$ cat src/rtl/inst_fetch_queue_if.sv
// inst_fetch_queue_if: imem request/response, decode handshake and redirect signals of the fetch queue.
interface inst_fetch_queue_if;
  logic        imem_req;
  logic [31:0] imem_addr;
  logic        imem_gnt;
  logic        imem_rsp_valid;
  logic [31:0] imem_rsp_inst;
  logic        dec_valid;
  logic [31:0] dec_inst;
  logic [31:0] dec_pc;
  logic        dec_ready;
  logic        redirect_valid;
  logic [31:0] redirect_pc;
  modport master (
    output imem_req, imem_addr, dec_valid, dec_inst, dec_pc,
    input  imem_gnt, imem_rsp_valid, imem_rsp_inst, dec_ready, redirect_valid, redirect_pc
  );
  modport slave (
    input  imem_req, imem_addr, dec_valid, dec_inst, dec_pc,
    output imem_gnt, imem_rsp_valid, imem_rsp_inst, dec_ready, redirect_valid, redirect_pc
  );
endinterface

$ cat src/rtl/inst_fetch_queue.sv
// inst_fetch_queue: owns the fetch PC, issues in-order imem requests and queues {inst, pc} for decode.
module inst_fetch_queue #(
  parameter int          DEPTH     = 4,
  parameter int          MAX_OUTST = 2,
  parameter logic [31:0] RESET_PC  = 32'h0000_0000
) (
  input logic                clk,
  input logic                rstn,
  inst_fetch_queue_if.master bus
);
  localparam int PW = $clog2(DEPTH);
  localparam int CW = PW + 1;
  localparam logic [CW:0]   DEPTH_C = (CW + 1)'(DEPTH);
  localparam logic [CW-1:0] MAX_C   = CW'(MAX_OUTST);
  logic [31:0]   fetch_pc, rsp_pc, jump_pc;
  logic [CW-1:0] count, outst, drop, outst_rd;
  logic [PW-1:0] rd_ptr, wr_ptr;
  logic [31:0]   inst_q [DEPTH];
  logic [31:0]   pc_q [DEPTH];
  logic          run, fire, push, pop;
  // run keeps imem_req low while in reset and until the first clock after release
  always_comb begin
    bus.imem_req  = run && !bus.redirect_valid && ({1'b0, count} + {1'b0, outst} < DEPTH_C) && (outst < MAX_C);
    bus.imem_addr = fetch_pc;
    bus.dec_valid = count != '0;
    bus.dec_inst  = count != '0 ? inst_q[rd_ptr] : 32'h0000_0013;
    bus.dec_pc    = count != '0 ? pc_q[rd_ptr] : 32'h0;
    fire          = bus.imem_req && bus.imem_gnt;
    push          = bus.imem_rsp_valid && drop == '0 && !bus.redirect_valid;
    pop           = count != '0 && bus.dec_ready && !bus.redirect_valid;
    jump_pc       = {bus.redirect_pc[31:2], 2'b00};
    outst_rd      = outst - CW'(bus.imem_rsp_valid);
  end
  always_ff @(posedge clk or negedge rstn)
    if (!rstn) begin
      run      <= 1'b0;
      fetch_pc <= RESET_PC;
      rsp_pc   <= RESET_PC;
      count    <= '0;
      outst    <= '0;
      drop     <= '0;
      rd_ptr   <= '0;
      wr_ptr   <= '0;
    end else if (bus.redirect_valid) begin
      run      <= 1'b1;
      fetch_pc <= jump_pc;
      rsp_pc   <= jump_pc;
      count    <= '0;
      rd_ptr   <= '0;
      wr_ptr   <= '0;
      outst    <= outst_rd;
      drop     <= outst_rd;
    end else begin
      run   <= 1'b1;
      outst <= outst_rd + CW'(fire);
      count <= count + CW'(push) - CW'(pop);
      if (fire) fetch_pc <= fetch_pc + 32'd4;
      if (push) rsp_pc <= rsp_pc + 32'd4;
      if (push) wr_ptr <= wr_ptr + PW'(1);
      if (pop) rd_ptr <= rd_ptr + PW'(1);
      if (bus.imem_rsp_valid && drop != '0) drop <= drop - CW'(1);
    end
  always_ff @(posedge clk)
    if (push) begin
      inst_q[wr_ptr] <= bus.imem_rsp_inst;
      pc_q[wr_ptr]   <= rsp_pc;
    end
  // request credits guarantee a free slot for every accepted response
  a_no_overflow: assert property (@(posedge clk) disable iff (!rstn) !(push && count == CW'(DEPTH)));
endmodule

$ cat src/flat_wrapper.sv
// flat-port wrapper written by rule: the top's interface ports become plain ports
module inst_fetch_queue_flat 
#(
  parameter int          DEPTH     = 4,
  parameter int          MAX_OUTST = 2,
  parameter logic [31:0] RESET_PC  = 32'h0000_0000
)
  (clk, rstn, bus_imem_req, bus_imem_addr, bus_dec_valid, bus_dec_inst, bus_dec_pc, bus_imem_gnt, bus_imem_rsp_valid, bus_imem_rsp_inst, bus_dec_ready, bus_redirect_valid, bus_redirect_pc);
  inst_fetch_queue_if bus_i ();
  input logic clk;
  input logic rstn;
  output wire logic [$bits(bus_i.imem_req)-1:0] bus_imem_req;
  output wire logic [$bits(bus_i.imem_addr)-1:0] bus_imem_addr;
  output wire logic [$bits(bus_i.dec_valid)-1:0] bus_dec_valid;
  output wire logic [$bits(bus_i.dec_inst)-1:0] bus_dec_inst;
  output wire logic [$bits(bus_i.dec_pc)-1:0] bus_dec_pc;
  input wire logic [$bits(bus_i.imem_gnt)-1:0] bus_imem_gnt;
  input wire logic [$bits(bus_i.imem_rsp_valid)-1:0] bus_imem_rsp_valid;
  input wire logic [$bits(bus_i.imem_rsp_inst)-1:0] bus_imem_rsp_inst;
  input wire logic [$bits(bus_i.dec_ready)-1:0] bus_dec_ready;
  input wire logic [$bits(bus_i.redirect_valid)-1:0] bus_redirect_valid;
  input wire logic [$bits(bus_i.redirect_pc)-1:0] bus_redirect_pc;
  assign bus_imem_req = bus_i.imem_req;
  assign bus_imem_addr = bus_i.imem_addr;
  assign bus_dec_valid = bus_i.dec_valid;
  assign bus_dec_inst = bus_i.dec_inst;
  assign bus_dec_pc = bus_i.dec_pc;
  assign bus_i.imem_gnt = bus_imem_gnt;
  assign bus_i.imem_rsp_valid = bus_imem_rsp_valid;
  assign bus_i.imem_rsp_inst = bus_imem_rsp_inst;
  assign bus_i.dec_ready = bus_dec_ready;
  assign bus_i.redirect_valid = bus_redirect_valid;
  assign bus_i.redirect_pc = bus_redirect_pc;
  inst_fetch_queue #(.DEPTH(DEPTH), .MAX_OUTST(MAX_OUTST), .RESET_PC(RESET_PC)) u_core (.clk(clk), .rstn(rstn), .bus(bus_i));
endmodule
$ cat config.mk
export PLATFORM = sky130hd
export DESIGN_NAME = inst_fetch_queue_flat
export DESIGN_NICKNAME = d
export VERILOG_FILES = /design/src/rtl/inst_fetch_queue_if.sv /design/src/rtl/inst_fetch_queue.sv /design/src/flat_wrapper.sv
export SDC_FILE = /design/constraint.sdc
export NUM_CORES = 1
export LEC_CHECK = 0
export ABC_AREA = 1
export CORE_UTILIZATION = 29
export DETAILED_ROUTE_END_ITERATION = 16
export GPL_TIMING_DRIVEN = 1
export HOLD_SLACK_MARGIN = 0.05
export MAX_ROUTING_LAYER = met4
export PLACE_DENSITY_LB_ADDON = 0.08
export SETUP_SLACK_MARGIN = 0.4
export SLEW_MARGIN = 10
export SYNTH_ARGS = -nofsm -noshare
export SYNTH_HDL_FRONTEND = slang
export SYNTH_SLANG_ARGS = --single-unit
$ cat constraint.sdc
create_clock -name clk -period 4.2 [get_ports clk]
set_input_delay 1.26 -clock clk [delete_from_list [all_inputs] [get_ports clk]]
set_output_delay 1.26 -clock clk [all_outputs]
set_load 0.01 [all_outputs]
Yosys cells after proc, flatten, opt, wreduce, memory -nomap -nowiden
Memory sizes are Yosys's and may differ from the RTL's.
Index checks and enable logic that the tools add are counted.
Storage, ports and cells
  register bits after elaboration: 78
  memory bits (writable): 256
  input port bits: 70
  output and inout bits: 98
  logic and storage cells: 55
  memories kept: 2
Memory list
  u_core.inst_q: depth 4, bits a word 32, rd ports 1, clocked after memory_dff 0, wr ports 1, line inst_fetch_queue.sv:18  | logic [31:0] inst_q [DEPTH];
  u_core.pc_q: depth 4, bits a word 32, rd ports 1, clocked after memory_dff 0, wr ports 1, line inst_fetch_queue.sv:19  | logic [31:0] pc_q [DEPTH];
Cells by class
  $add $sub $neg: 10
  magnitude comparators: 2
  muxes and demuxes: 16
  reduce and logical (&&, ||, !) cells: 17
Operator list (number)
  32-bit 2-to-1 mux: 6
  32-bit by 3-bit adder with 32-bit output (second input constant): 2
  3-bit 2-to-1 mux: 4
  1-bit logical AND: 9
  2-bit 2-to-1 mux: 4
  2-bit nonzero test: 4
  3-bit by 1-bit adder with 3-bit output: 2
  3-bit nonzero test: 2
  3-bit by 1-bit subtractor with 3-bit output: 2
  2-bit by 1-bit adder with 2-bit output (second input constant): 2
  3-bit by 3-bit adder with 4-bit output: 1
  4-bit by 3-bit less-than comparator with 1-bit output (second input constant): 1
  3-bit logical NOT: 1
  3-bit by 2-bit less-than comparator with 1-bit output (second input constant): 1
  3-bit by 1-bit subtractor with 3-bit output (second input constant): 1
  1-bit 2-to-1 mux: 2
  1-bit logical NOT: 1

Depth between registers and ports, before layout
  word-level depth: 7
  gate-level depth with buffers: 12
  gate-level depth less buffers: 12

Least setup slack after synthesis
No wires, ideal clock.
  kind: input port to flip-flop
  from: in bus_redirect_valid
  to: mem u_core.inst_q[0][0] (enable)
  setup time: 482 ps
  arrival time: 4387 ps
  required time: 3718 ps
  setup slack: -670 ps
  stages on the path: 5
  buffers on the path: 2
  path through: buf_2 > nor2_1 > inv_1 > clkbuf_1 > nor2_1
On the way
  word-level cells in the longest chain between the ends: 4
Ends and longest elaborated chain
  from (decl): line flat_wrapper.sv:21  | input wire logic [$bits(bus_i.redirect_valid)-1:0] bus_redirect_valid;
  1-bit logical NOT: line inst_fetch_queue.sv:29  | push = bus.imem_rsp_valid && drop == '0 && !bus.redirect_valid;
  1-bit logical AND: line inst_fetch_queue.sv:29
  1-bit 2-to-1 mux: line inst_fetch_queue.sv:64  | if (push) begin
  1-bit 2-to-1 mux (not written as such): line inst_fetch_queue.sv:65  | inst_q[wr_ptr] <= bus.imem_rsp_inst;
  to (decl): line inst_fetch_queue.sv:18
No other way between the ends.

Final worst setup path
  from: reg u_core.rd_ptr[0]
  to: out bus_dec_inst[16]
On the way
  word-level cells in the longest chain between the ends: 2
Ends and longest elaborated chain
  from (decl): line inst_fetch_queue.sv:17  | logic [PW-1:0] rd_ptr, wr_ptr;
  from (signal assigned): line inst_fetch_queue.sv:60  | if (pop) rd_ptr <= rd_ptr + PW'(1);
  memory read 4 x 32 bit
  32-bit 2-to-1 mux: line inst_fetch_queue.sv:26  | bus.dec_inst = count != '0 ? inst_q[rd_ptr] : 32'h0000_0013;
  to (decl): line flat_wrapper.sv:15  | output wire logic [$bits(bus_i.dec_inst)-1:0] bus_dec_inst;
No other way between the ends.

==> metrics <==
Post-CTS Hold Buffers 0; Combinational Power Share 29.9%; hold depth 2; Initial Utilization 29.6%; Final Max Slew Viols 0; hold endpoint u_core.drop[2]; global-route wire length before repair between 60000 and 70000 um; share of cells above drive strength 1 7.01%; First DRT Iteration DRCs 552; DRC 0; number of global-route vias before repair ~11k; startpoint types flop; Vias 10.7k; Most used DFF post-synth edfxtp_1; maximum number of pins on one net before global-route repair slightly above 90; Slew headroom 46.5%; Clock Sinks 322; Synth async-reset ratio 23.0%; highest clock rate 267 MHz; Seq/Total Area, Yosys 63.6%; Netlist Area Pre-Place 14600 um2; net switching power 3.43 mW; setup total negative slack 0 ps; Routed WL 42300 um; Switching Share about a third; Layout Skew 21.2 ps; gpl congestion 0.792; CTS Root Cell clkbuf_16; worst skew pair latency approximately 560 ps; worst r2r dst u_core.count[2]; Mapped Cells 1488; Peak VDD IR around 0.3 mV; DIE WIDTH roughly 230 um; Num CTS Buffers 39; final worst path period need 3750 ps; RSZ-0062 raised after global routing yes; CTS tree yes; Antenna Cells 0; CORE AREA 49400 um2; hold path startpoint u_core.drop[2]; first-pass iteration count of the detailed router 4; crit path max fanout 45; initial antenna violation count 0; Flop pwr share 38.0%; EDFF count, synth 248; Area growth, synth to finish 27.2%; max-cap viol count 0; Hold Vio Cnt, Final 0; FF-to-FF setup slack 1380 ps; fin crit share approximately nine tenths; Ports 168; post-detail-place hpwl 25900 um; post-place setup slack between 200 and 250 ps; Worst-path clk slew approximately 50 ps; Via density 4.56; crit path DAT 2490 ps; Setup Viol. Count Final 0; CP Class flop to output port; Placement Rows 81; Chip Height 227 um; nets@finish 1744; htree depth 2; drt wl/cell 18.0 um; Synth Register Bits 322; die area 51300 um2; Tot GR Track Use 17.0%; R2R depth 13; hold_ws about 560 ps; Post-DRT Antenna Nets 0; hold crit path type flop to flop; setup ws final roughly 450 ps; worst endpoint required time a little under 3000 ps; grt total ovfl 0; r2r startpoint u_core.count[1]; Worst-Margin Slew 800 ps; Internal Power 7.19 mW; PD cells about 570 nW/um2; Ys Warns 0; Pleak 7.08 nW; Crit. End Element output port; port bufs 161; Clock Tree Buf Depth 3; Avg Cell Area, Syn 9.83 um2; Yosys cell types 40; status finished, final reports clean; clock network power share 32.1%
-- routing by layer --
metal,vias up,part of all wire [%],GRT usage (%)
li1,5331,-,-
met1,5061,47,22.0
met2,226,46,26.7
met3,79,4.2,2.92
met4,0,2.9,5.93
met5,-,0,-
-- layout by cell type, fill, tap and decap left out, types with 3 or more instances in the layout --
master	count
ha_1	16
edfxtp_1	248
dlymetal6s2s_1	15
o21ai_1	7
clkbuf_16	43
xor2_1	16
bufinv_16	5
clkbuf_1	9
clkinv_2	7
clkdlybuf4s50_1	144
a31oi_1	4
o21bai_1	3
nor2_1	322
nor3_1	11
inv_1	90
a21oi_1	64
nand4_1	8
clkinv_1	7
buf_12	9
dfrtp_1	71
xnor2_1	13
nand2_1	276
nand3_1	68
o211ai_1	14
conb_1	5
o21ai_0	142
nand3b_1	4
nor2_4	9
buf_4	16
nor2_2	5
-- cell usage after synthesis (4+ instances only) --
library cell  instances  area [um2]
a21oi_1              65         325
a31oi_1               4        25.0
buf_1                 5        18.8
buf_2                16        80.1
buf_4                 7        52.6
clkbuf_1             38         143
clkinv_1              4        15.0
dfrtp_1              74        1850
edfxtp_1            248        7450
ha_1                 16         200
inv_1                90         338
nand2_1             276        1040
nand3_1              68         340
nand3b_1              4        30.0
nand4_1               8        50.1
nor2_1              326        1220
nor2_2                6        37.5
nor2_4                4        45.0
nor3_1               11        55.1
o211ai_1             14         105
o21ai_0             142         711
o21ai_1               7        35.0
xnor2_1              13         114
xor2_1               16         140
-- power by group through the flow --
stage	combinational (mW)	clock (mW)	sequential, mW
2_1_floorplan	1.53	0	3.98
3_3_place_gp	3.07	0	4.08
3_5_place_dp	3.08	0	4.08
4_1_cts	3.10	3.52	4.02
5_1_grt	3.50	3.63	4.08
6_report	3.18	3.41	4.04
-- worst max-delay path by stage --
stage / from / end / slack [ps] / depth (start not counted)
6_report: u_core.rd_ptr[0] / bus_dec_inst[16] / 450 / 6
3_3_place_gp: bus_redirect_valid / bus_imem_req / 190 / 5
2_1_floorplan: bus_redirect_valid / u_core.inst_q[0][0] / 330 / 5
4_1_cts: u_core.rd_ptr[0] / bus_dec_pc[14] / 260 / 6
5_1_grt: u_core.rd_ptr[0] / bus_dec_pc[14] / 300 / 6
3_5_place_dp: bus_redirect_valid / bus_imem_req / 220 / 5
-- stage by stage --
stage | utilization, % | instances | total power [mW] | cell area [um2]
final | 37.7 | 2348 | 10.6 | 18600
after global routing | 37.7 | 2348 | 11.2 | 18600
after CTS | 37.3 | 2344 | 10.6 | 18400
after detailed placement | 34.7 | 2276 | 7.16 | 17100
after global placement | 34.7 | 2276 | 7.15 | 17100
after floorplan | - | 1491 | 5.51 | 14600
-- worst max-delay path, stage by stage, from the launching register on --
cell	delay, ps
dfrtp_4	570
clkbuf_16	320
nor2_1	70
nor2_1	80
o21ai_0	80
a21oi_1	230
clkdlybuf4s50_1	580
-- repair_timing --
| action | CTS | global route |
|---|---|---|
| endpoints found under the setup margin | 62 | 47 |
| pin swaps | 0 | 2 |
| gates cloned | 0 | 3 |
| gates resized for setup | 6 | 27 |
| setup buffers | 0 | 1 |
-- cell families after synthesis --
kind of cell / count (synthesis) / synth area share [%]
AOI/OAI and AO/OA: 241 / 8.72
DFF: 322 / 63.6
buffers and inverters: 165 / 4.61
and+or+nand+nor: 712 / 19.8
other: 2 / 0.0513
adders and majority gates: 17 / 1.51
xor gates and xnor gates: 29 / 1.74
-- registers in the layout, summed over array words and instances (netlist names) --
| signal | cells |
|---|---|
| u_core.rsp_pc | 30 |
| u_core.run | 1 |
| u_core.pc_q | 120 |
| u_core.count | 3 |
| u_core.outst | 3 |
| u_core.rd_ptr | 2 |
| u_core.drop | 3 |
| u_core.wr_ptr | 2 |
| u_core.bus.imem_addr | 30 |
| u_core.inst_q | 128 |
-- final cells by class --
class | instances | area [um2]
repair buffers | 192 | 2080
inverters | 98 | 387
clock inverters | 17 | 224
well taps | 664 | 831
multi-input cells | 1004 | 4710
fillers | 4986 | 30800
flip-flops and latches | 322 | 9310
clock buffers | 51 | 1060
Power figures use the tool's default switching activity.
